File: config.mk
export PLATFORM = sky130hd
export DESIGN_NAME = deser8way
export DESIGN_NICKNAME = d
export VERILOG_FILES = /design/src/rtl/deser8way_pkg.sv /design/src/rtl/Or8Way.sv /design/src/rtl/deser8way_slot.sv /design/src/rtl/deser8way.sv
export SDC_FILE = /design/constraint.sdc
export NUM_CORES = 1
export LEC_CHECK = 0
export ABC_CLOCK_PERIOD_IN_PS = 2700
export BUFFER_PORTS_ARGS = -buffer_cell sky130_fd_sc_hd__buf_2
export CORE_MARGIN = 2
export CORE_UTILIZATION = 55
export DETAILED_ROUTE_END_ITERATION = 6
export GPL_ROUTABILITY_DRIVEN = 0
export PLACE_DENSITY = 0.85
export SLEW_MARGIN = 10
export SYNTH_ARGS = -nofsm -noshare
export SYNTH_HDL_FRONTEND = slang
export SYNTH_SLANG_ARGS = --single-unit
File: constraint.sdc
create_clock -name clk -period 2.7 [get_ports clk]
set_clock_uncertainty 0.2 [all_clocks]
set_input_delay 0.135 -clock clk [delete_from_list [all_inputs] [get_ports clk]]
set_output_delay 0.135 -clock clk [all_outputs]
set_load 0.03 [all_outputs]
File: src/rtl/deser8way_pkg.sv
`default_nettype none
// ============================================================================
// Module      : deser8way_pkg
// Description : Shared constants and types for the 8-way serial deserializer.
// Revision    : 1.0 - initial release
// ============================================================================
package deser8way_pkg;

   localparam int       FRAME_BITS        = 8;
   localparam int       CNT_W             = 3;
   localparam bit       LSB_FIRST_DEFAULT = 1'b1;

   // COLLECT: bits are being gathered. STALLED: a completed frame waits for O.
   typedef enum logic [0:0] {
      ST_COLLECT = 1'b0,
      ST_STALLED = 1'b1
   } deser_state_e;

   // Position within C for the n-th accepted bit of a frame.
   function automatic logic [CNT_W-1:0] place_idx(input logic [CNT_W-1:0] n,
                                                  input bit lsb_first);
      return lsb_first ? n : (CNT_W'(FRAME_BITS - 1) - n);
   endfunction

endpackage
`default_nettype wire

File: src/rtl/Or8Way.sv
`default_nettype none
// ============================================================================
// Module      : Or8Way
// Description : Combinational 8-input OR reduction.
// Revision    : 1.0 - initial release
// ============================================================================
module Or8Way (
   input  logic [7:0] in,
   output logic       out
);

   assign out = |in;

endmodule
`default_nettype wire

File: src/rtl/deser8way_slot.sv
`default_nettype none
// ============================================================================
// Module      : deser8way_slot
// Description : Output frame register with valid/ready handshake and the
//               registered OR-of-frame flag.
// Revision    : 1.0 - initial release
// ============================================================================
module deser8way_slot
   import deser8way_pkg::*;
(
   input  logic                  clk,
   input  logic                  reset,
   input  logic                  load,
   input  logic [FRAME_BITS-1:0] load_data,
   input  logic                  consume,
   output logic [FRAME_BITS-1:0] frame,
   output logic                  out_valid,
   output logic                  nonzero
);

   logic [FRAME_BITS-1:0] frame_q, frame_d;
   logic                  valid_q, valid_d;
   logic                  nonzero_q, nonzero_d;
   logic                  load_or;

   // OR of the frame being loaded, so nonzero is ready in the same cycle as O.
   Or8Way u_or8 (
      .in  (load_data),
      .out (load_or)
   );

   // Load replaces the frame; a consume without a new frame only drops valid,
   // leaving O and nonzero at their stale values.
   always_comb begin
      frame_d   = frame_q;
      nonzero_d = nonzero_q;
      valid_d   = valid_q;
      if (load) begin
         frame_d   = load_data;
         nonzero_d = load_or;
         valid_d   = 1'b1;
      end else if (consume) begin
         valid_d   = 1'b0;
      end
   end

   // Output register state.
   always_ff @(posedge clk or posedge reset) begin
      if (reset) begin
         frame_q   <= '0;
         valid_q   <= 1'b0;
         nonzero_q <= 1'b0;
      end else begin
         frame_q   <= frame_d;
         valid_q   <= valid_d;
         nonzero_q <= nonzero_d;
      end
   end

   assign frame     = frame_q;
   assign out_valid = valid_q;
   assign nonzero   = nonzero_q;

endmodule
`default_nettype wire

File: src/rtl/deser8way.sv
`default_nettype none
// ============================================================================
// Module      : deser8way
// Description : Serial-to-parallel 8-way fan-out. Collects eight accepted bits
//               into C, hands the frame to the output slot, and holds one
//               completed frame pending while the slot is busy.
// Revision    : 1.0 - initial release
// ============================================================================
module deser8way
   import deser8way_pkg::*;
#(
   parameter bit LSB_FIRST = LSB_FIRST_DEFAULT
) (
   input  logic             clk,
   input  logic             reset,
   input  logic             in,
   input  logic             in_valid,
   output logic             in_ready,
   input  logic             clear,
   output logic             out0,
   output logic             out1,
   output logic             out2,
   output logic             out3,
   output logic             out4,
   output logic             out5,
   output logic             out6,
   output logic             out7,
   output logic             out_valid,
   input  logic             out_ready,
   output logic             nonzero,
   output logic [CNT_W-1:0] count
);

   logic [CNT_W-1:0]      count_q, count_d;
   logic [FRAME_BITS-1:0] collect_q, collect_d;
   logic                  pending_q, pending_d;

   logic [FRAME_BITS-1:0] placed;
   logic [FRAME_BITS-1:0] load_data;
   logic [FRAME_BITS-1:0] frame;
   logic                  load;
   logic                  accept;
   logic                  consume;
   deser_state_e          state;

   assign state    = pending_q ? ST_STALLED : ST_COLLECT;
   assign in_ready = (state == ST_COLLECT);
   assign accept   = in_valid && in_ready;
   assign consume  = out_valid && out_ready;

   // C with the incoming bit dropped into its slot for this count.
   always_comb begin
      placed = collect_q;
      placed[place_idx(count_q, LSB_FIRST)] = in;
   end

   // Collection, completion and pending-drain control. clear overrides all.
   always_comb begin
      count_d   = count_q;
      collect_d = collect_q;
      pending_d = pending_q;
      load      = 1'b0;
      load_data = collect_q;
      if (clear) begin
         count_d   = '0;
         collect_d = '0;
         pending_d = 1'b0;
      end else if (pending_q) begin
         if (consume) begin
            load      = 1'b1;
            load_data = collect_q;
            collect_d = '0;
            pending_d = 1'b0;
         end
      end else if (accept) begin
         count_d   = count_q + 1'b1;
         collect_d = placed;
         if (count_q == CNT_W'(FRAME_BITS - 1)) begin
            if (!out_valid || consume) begin
               load      = 1'b1;
               load_data = placed;
               collect_d = '0;
            end else begin
               pending_d = 1'b1;
            end
         end
      end
   end

   // Collector state registers.
   always_ff @(posedge clk or posedge reset) begin
      if (reset) begin
         count_q   <= '0;
         collect_q <= '0;
         pending_q <= 1'b0;
      end else begin
         count_q   <= count_d;
         collect_q <= collect_d;
         pending_q <= pending_d;
      end
   end

   deser8way_slot u_slot (
      .clk       (clk),
      .reset     (reset),
      .load      (load),
      .load_data (load_data),
      .consume   (consume),
      .frame     (frame),
      .out_valid (out_valid),
      .nonzero   (nonzero)
   );

   assign {out7, out6, out5, out4, out3, out2, out1, out0} = frame;
   assign count = count_q;

endmodule
`default_nettype wire

# After elaboration in Yosys (flattened, before gate mapping)
# Cells that the tools add are included.
# totals
regBits	22
in_bits	6
word_cells	56
# classes
addsub	1
order_cmp	2
n_eq_ne	3
mux	32
bitwise_logic	1
reduce_logical	11
# op_table
operator	n
2-to-1 mux 8 bit	11
2-to-1 mux 1 bit	16
2-to-1 mux 3 bit	3
bitwise mux 8 bit	1
OR reduction 8 bit	1
less-than comparator 3 x 4 -> 1 bit, second input constant	1
AND reduction 2 bit	2
nonzero test 2 bit	2
adder 3 x 1 -> 3 bit, second input constant	1
demux 1 bit (select 3 bit)	1
== test 3 bit, second input constant	1
greater-or-equal comparator 3 x 1 -> 1 bit, second input constant	1
logical AND 1 bit	3
inequality test 3 x 2 -> 1 bit, second input constant	1
nonzero test 3 bit	1
inequality test 2 bit, second input constant	1
zero test 1 bit	1
logical OR 1 bit	1
NOT 1 bit	1

# Longest topological paths before layout
# depth
word_depth	11
depth_mapped	8

# Cells and area by module
# Synthesis repeated with hierarchy kept, for this count alone.
# unflattened
cells_unflattened	117
area_unflattened_um2	1355.0
# modules_own_cells
module	n_inst	cells_each	area_per_inst_um2	seq_area_each_um2
deser8way	1	91	925.9	300.3
deser8way_slot	1	23	412.9	250.2
Or8Way	1	3	16.3	0.0

# Worst setup path after synthesis
# OpenSTA, ideal clock, no wires.
# synth_timing
kind	reg-to-reg
from	reg count_q[1], in the netlist count[1]
to	reg u_slot.frame_q[7], in the netlist u_slot.frame[7]
arrival_ns	1.857
required_ns	2.377
slack_ns	0.520
stages_incl_launch_ff	9
n_path_buf	1
period_less_slack_ns	2.180
path_cell_list	dfrtp_1 ha_1 ha_1 nand3b_1 or3_1 buf_2 nor2_1 mux2i_1 o21ai_1
# synth_between
elab_chain_len	10
word_cells_on_any_way	16
cone_classes	2 x order compare; 1 x eq/ne; 12 x mux; 1 x reduce/logical
# synth_lines
item	line_no	source
start: declaration	deser8way.sv:34	logic [CNT_W-1:0] count_q, count_d;
start signal: assignment	deser8way.sv:97	count_q <= count_d;
less-than comparator 3 x 4 -> 1 bit (implied by the code) or greater-or-equal comparator 3 x 1 -> 1 bit (tied branches)	deser8way.sv:54	placed[place_idx(count_q, LSB_FIRST)] = in;
logical AND 1 bit (implied by the code)	deser8way.sv:54	
2-to-1 mux 1 bit (implied by the code)	deser8way.sv:54	
demux 1 bit (select 3 bit)	deser8way.sv:54	
bitwise mux 8 bit	deser8way.sv:54	
2-to-1 mux 8 bit	deser8way.sv:79	if (!out_valid || consume) begin
2-to-1 mux 8 bit	deser8way.sv:78	if (count_q == CNT_W'(FRAME_BITS - 1)) begin
2-to-1 mux 8 bit	deser8way.sv:75	end else if (accept) begin
2-to-1 mux 8 bit	deser8way.sv:68	end else if (pending_q) begin
2-to-1 mux 8 bit	deser8way.sv:64	if (clear) begin
end signal: assignment	deser8way_slot.sv:54	frame_q <= frame_d;
end: declaration	deser8way_slot.sv:21	logic [FRAME_BITS-1:0] frame_q, frame_d;
# Several ways; a longest one is shown, not always the timed one.
# A chain may end at the register's enable or synchronous reset.

# Worst setup path after layout
# layout_timing
from	reg count_q[2], in the netlist count[2]
to	reg u_slot.frame_q[4], in the netlist u_slot.frame[4]
# Same word-level chain as after synthesis.

==> results by group <==
Yosys
  – Synth area leaders: dfrtp_1, mux2i_1, o21ai_0
  – Synth area leader: dfrtp_1
  – Synth Register Bits: 22
  – Synthesis warning total: 0
  – Post-Syn Area: 1240 sq um
  – Post-synth cell types: 34
  – Seq/Total Area, Yosys: 44.4%
  – Post-synth EDFFs: 0
  – Syn nets: 147
  – Post-Synthesis Cells: 139
  – Top FF cell, synth: dfrtp_1
  – Syn_area_per_cell: 8.91 sq um
  – Share of the synthesized area in the top cell type: 44.4%
  – Synth async-reset ratio: 100%

Power and ir drop
  – Clk pwr share: 29.7%
  – Internal Power: 456 uW
  – Max IR drop VDD: 0.231 mV
  – Sw Share: 27.3%
  – Comb pwr share: 15.6%
  – P_leak: 0.000666 uW
  – Reg power frac: 54.7%
  – Psw: 171 uW
  – PwrDens: 442 nW/um^2

Clocking
  – Post-CTS sizing: 0
  – Worst-Skew Late Latency: 0.31 ns
  – Clk buf depth: 2
  – Num CTS Buffers: 3
  – Clk sinks: 22
  – Htree depth: 1
  – Clk root buf: clkbuf_4
  – CTS clock-pin slew for the worst setup and hold paths: 0.12 ns
  – CTS tree: yes

Drt
  – TritonRoute pass-1 iters: 4
  – Average wire per standard cell: 14.6 um
  – Final wirelength: 2720 um
  – Antenna-violating nets left: 0
  – DR iter-0 viols: 44
  – Post-DR vias/cell: 5.89
  – Drt drc: 0
  – Via Count: 1101

Setup path
  – R2R setup slack: 0.41 ns
  – Reg-to-reg startpoint: count[2]$_DFFE_PP0P_
  – Crit start category: flop
  – Crit end category: flop
  – Sequence of cells on the critical path: ha_1 -> nand3b_1 -> or3_1 -> nor2_1 -> mux2i_1 -> o21ai_1
  – Crit-path max FO: 14
  – Setup CP Type: flop to flop
  – CP arrival: 2.28 ns
  – Worst path max stage delay: 0.59 ns
  – Worst setup path startpoint: count[2]$_DFFE_PP0P_
  – Slowest-stage cell, CP: dfrtp_1
  – Worst Path Required: 2.69 ns

Min path
  – Worst hold start: in
  – Worst Hold Class: input port to flop

STA
  – Final hold violation count: 0
  – Minimum clock period: 2.29 ns
  – Endpoints failing setup: 0
  – Setup repair after global routing missed its margin: no
  – Fmax: 436 MHz
  – Measured slew at the worst slew-check pin: 0.831 ns
  – Slew Limit Fails: 0
  – Fin Setup TNS: 0 ns
  – Max-Slew Margin vs Limit: 44.5%
  – Final period util: 85.0%
  – Hold Worst Slack: 0.0441 ns

Run status
  – Status: complete, no violations

Die
  – CORE AREA: 2170 sq um
  – Starting density of the core: 57.1%
  – DIE AREA: 2650 sq um
  – # rows: 17
  – IO Pins: 20
  – DIE HEIGHT: 51.5 um
  – DIE WIDTH: 51.5 um

Final layout
  – Layout cells sized above 1: 18.9%
  – Fillcell total: 198
  – Layout area overhead: 14.4%
  – Nets: 168
  – Ant diodes: 0

Run
  – Max-Cap Viols: 0

Global route
  – Antenna violations before repair: 0
  – First-pass GRT wire length: 4650 um
  – Largest net degree at the start of global routing: 23
  – Total track usage: 23.6%
  – Vias in the first global route: 1072
  – Grt total ovfl: 0

Placed design
  – Dpl hpwl: 1930 um
  – IO Port Bufs: 19
[repair_timing]
| item | CTS | global route |
|---|---|---|
| setup buffers | 0 | 0 |
| setup endpoints to repair | 0 | 0 |
| hold endpoints to repair | 27 | 0 |
| hold buffers | 4 | 0 |
[flip-flops by register name, indices dropped and copies added, names as in the netlist]
name / count
u_slot.frame: 8
count: 3
collect_q: 8
pending_q: 1
u_slot.out_valid: 1
u_slot.nonzero: 1
[metal layers]
metal	track usage (%)	vias up	wire (um)
li1	-	529	-
met1	29.5	505	1130
met2	39.3	60	1330
met3	4.68	7	221
met4	10.1	0	44
met5	0	-	0
[power by group through the flow]
stage,combinational [uW],clock [uW],sequential [uW]
floorplan,57.8,0,358
global placement,87.9,0,348
detailed placement,92.7,0,349
CTS,97.3,188,343
global route,106,202,344
finish,97.6,186,343
[cells in the mapped netlist, types with 2 or more instances]
library cell and count:
dfrtp_1 22, nand2_1 19, o21ai_0 16, nor2_1 15, mux2i_1 10, buf_2 7
a21oi_1 5, inv_1 5, nand3_1 3, nand3b_1 3, o31ai_1 3, clkbuf_1 2
ha_1 2, nand2b_1 2, nor2b_1 2, nor3_1 2, nor3b_1 2, o21ai_1 2
or3_1 2
[layout make-up]
cell class                 count  area [sq um]  area share (%)
timing repair buffer          25           150            10.6
tap                           28          35.0            2.47
multi-input combinational    103           627            44.2
inverter                       5          18.8            1.32
sequential                    22           551            38.8
clock buffer                   4          36.3            2.56
[layout by cell type, fill, tap and decap left out, drive strengths merged]
cell and instances:
nand3 3, o21ai 18, a211o 1, mux2i 10, a221o 1, and2 1
nand3b 3, ha 2, a21oi 5, o311ai 1, nor2b 3, nor2 15
nand4 1, a31oi 1, buf 21, nor3 3, inv 5, nand2 19
a31o 1, xnor2 1, o31ai 3, dlygate4sd3 4, nand2b 2, a221oi 1
or3 3, a311oi 1, mux2 1, nor3b 2, clkbuf 4, dfrtp 22
o211ai 1
[cells by family after synthesis]
group	after synthesis	share of synthesized area, %
AOI/OAI and AO/OA	34	17.1
xor gates and xnor gates	1	0.707
adders and majority gates	2	2.02
buffers and inverters	14	4.95
DFF	22	44.4
muxes	11	8.99
and+or+nand+nor	55	21.8
[path summary, 6_finish.rpt]
check | end | cells past startpoint
min reg2reg | u_slot.frame[2]$_DFFE_PP0P_ | 2
min | collect_q[5]$_DFFE_PP0P_ | 3
max reg2reg | u_slot.frame[4]$_DFFE_PP0P_ | 6
max | u_slot.frame[4]$_DFFE_PP0P_ | 6
min in group asynchronous | count[0]$_DFFE_PP0P_ | 3
max in group asynchronous | count[2]$_DFFE_PP0P_ | 3
[per-stage QoR]
step | cell area [sq um] | std cells | worst slack, ns | util [%] | power [uW]
after detailed placement | 1340 | 179 | 0.444 | 61.8 | 442
after CTS | 1420 | 187 | 0.421 | 65.3 | 628
final | 1420 | 187 | 0.406 | 65.3 | 626
after global placement | 1340 | 179 | 0.535 | 61.8 | 436
after global routing | 1420 | 187 | 0.213 | 65.3 | 652
after floorplan | 1240 | 139 | 0.520 | - | 416
[critical path: cells and delay by family (launching register included)]
family | cells | cell delay (ns)
and+or+nand+nor | 3 | 0.81
DFF | 1 | 0.59
adders and majority gates | 1 | 0.26
muxes | 1 | 0.24
AOI/OAI and AO/OA | 1 | 0.07
(Power assumes the default switching activity.)
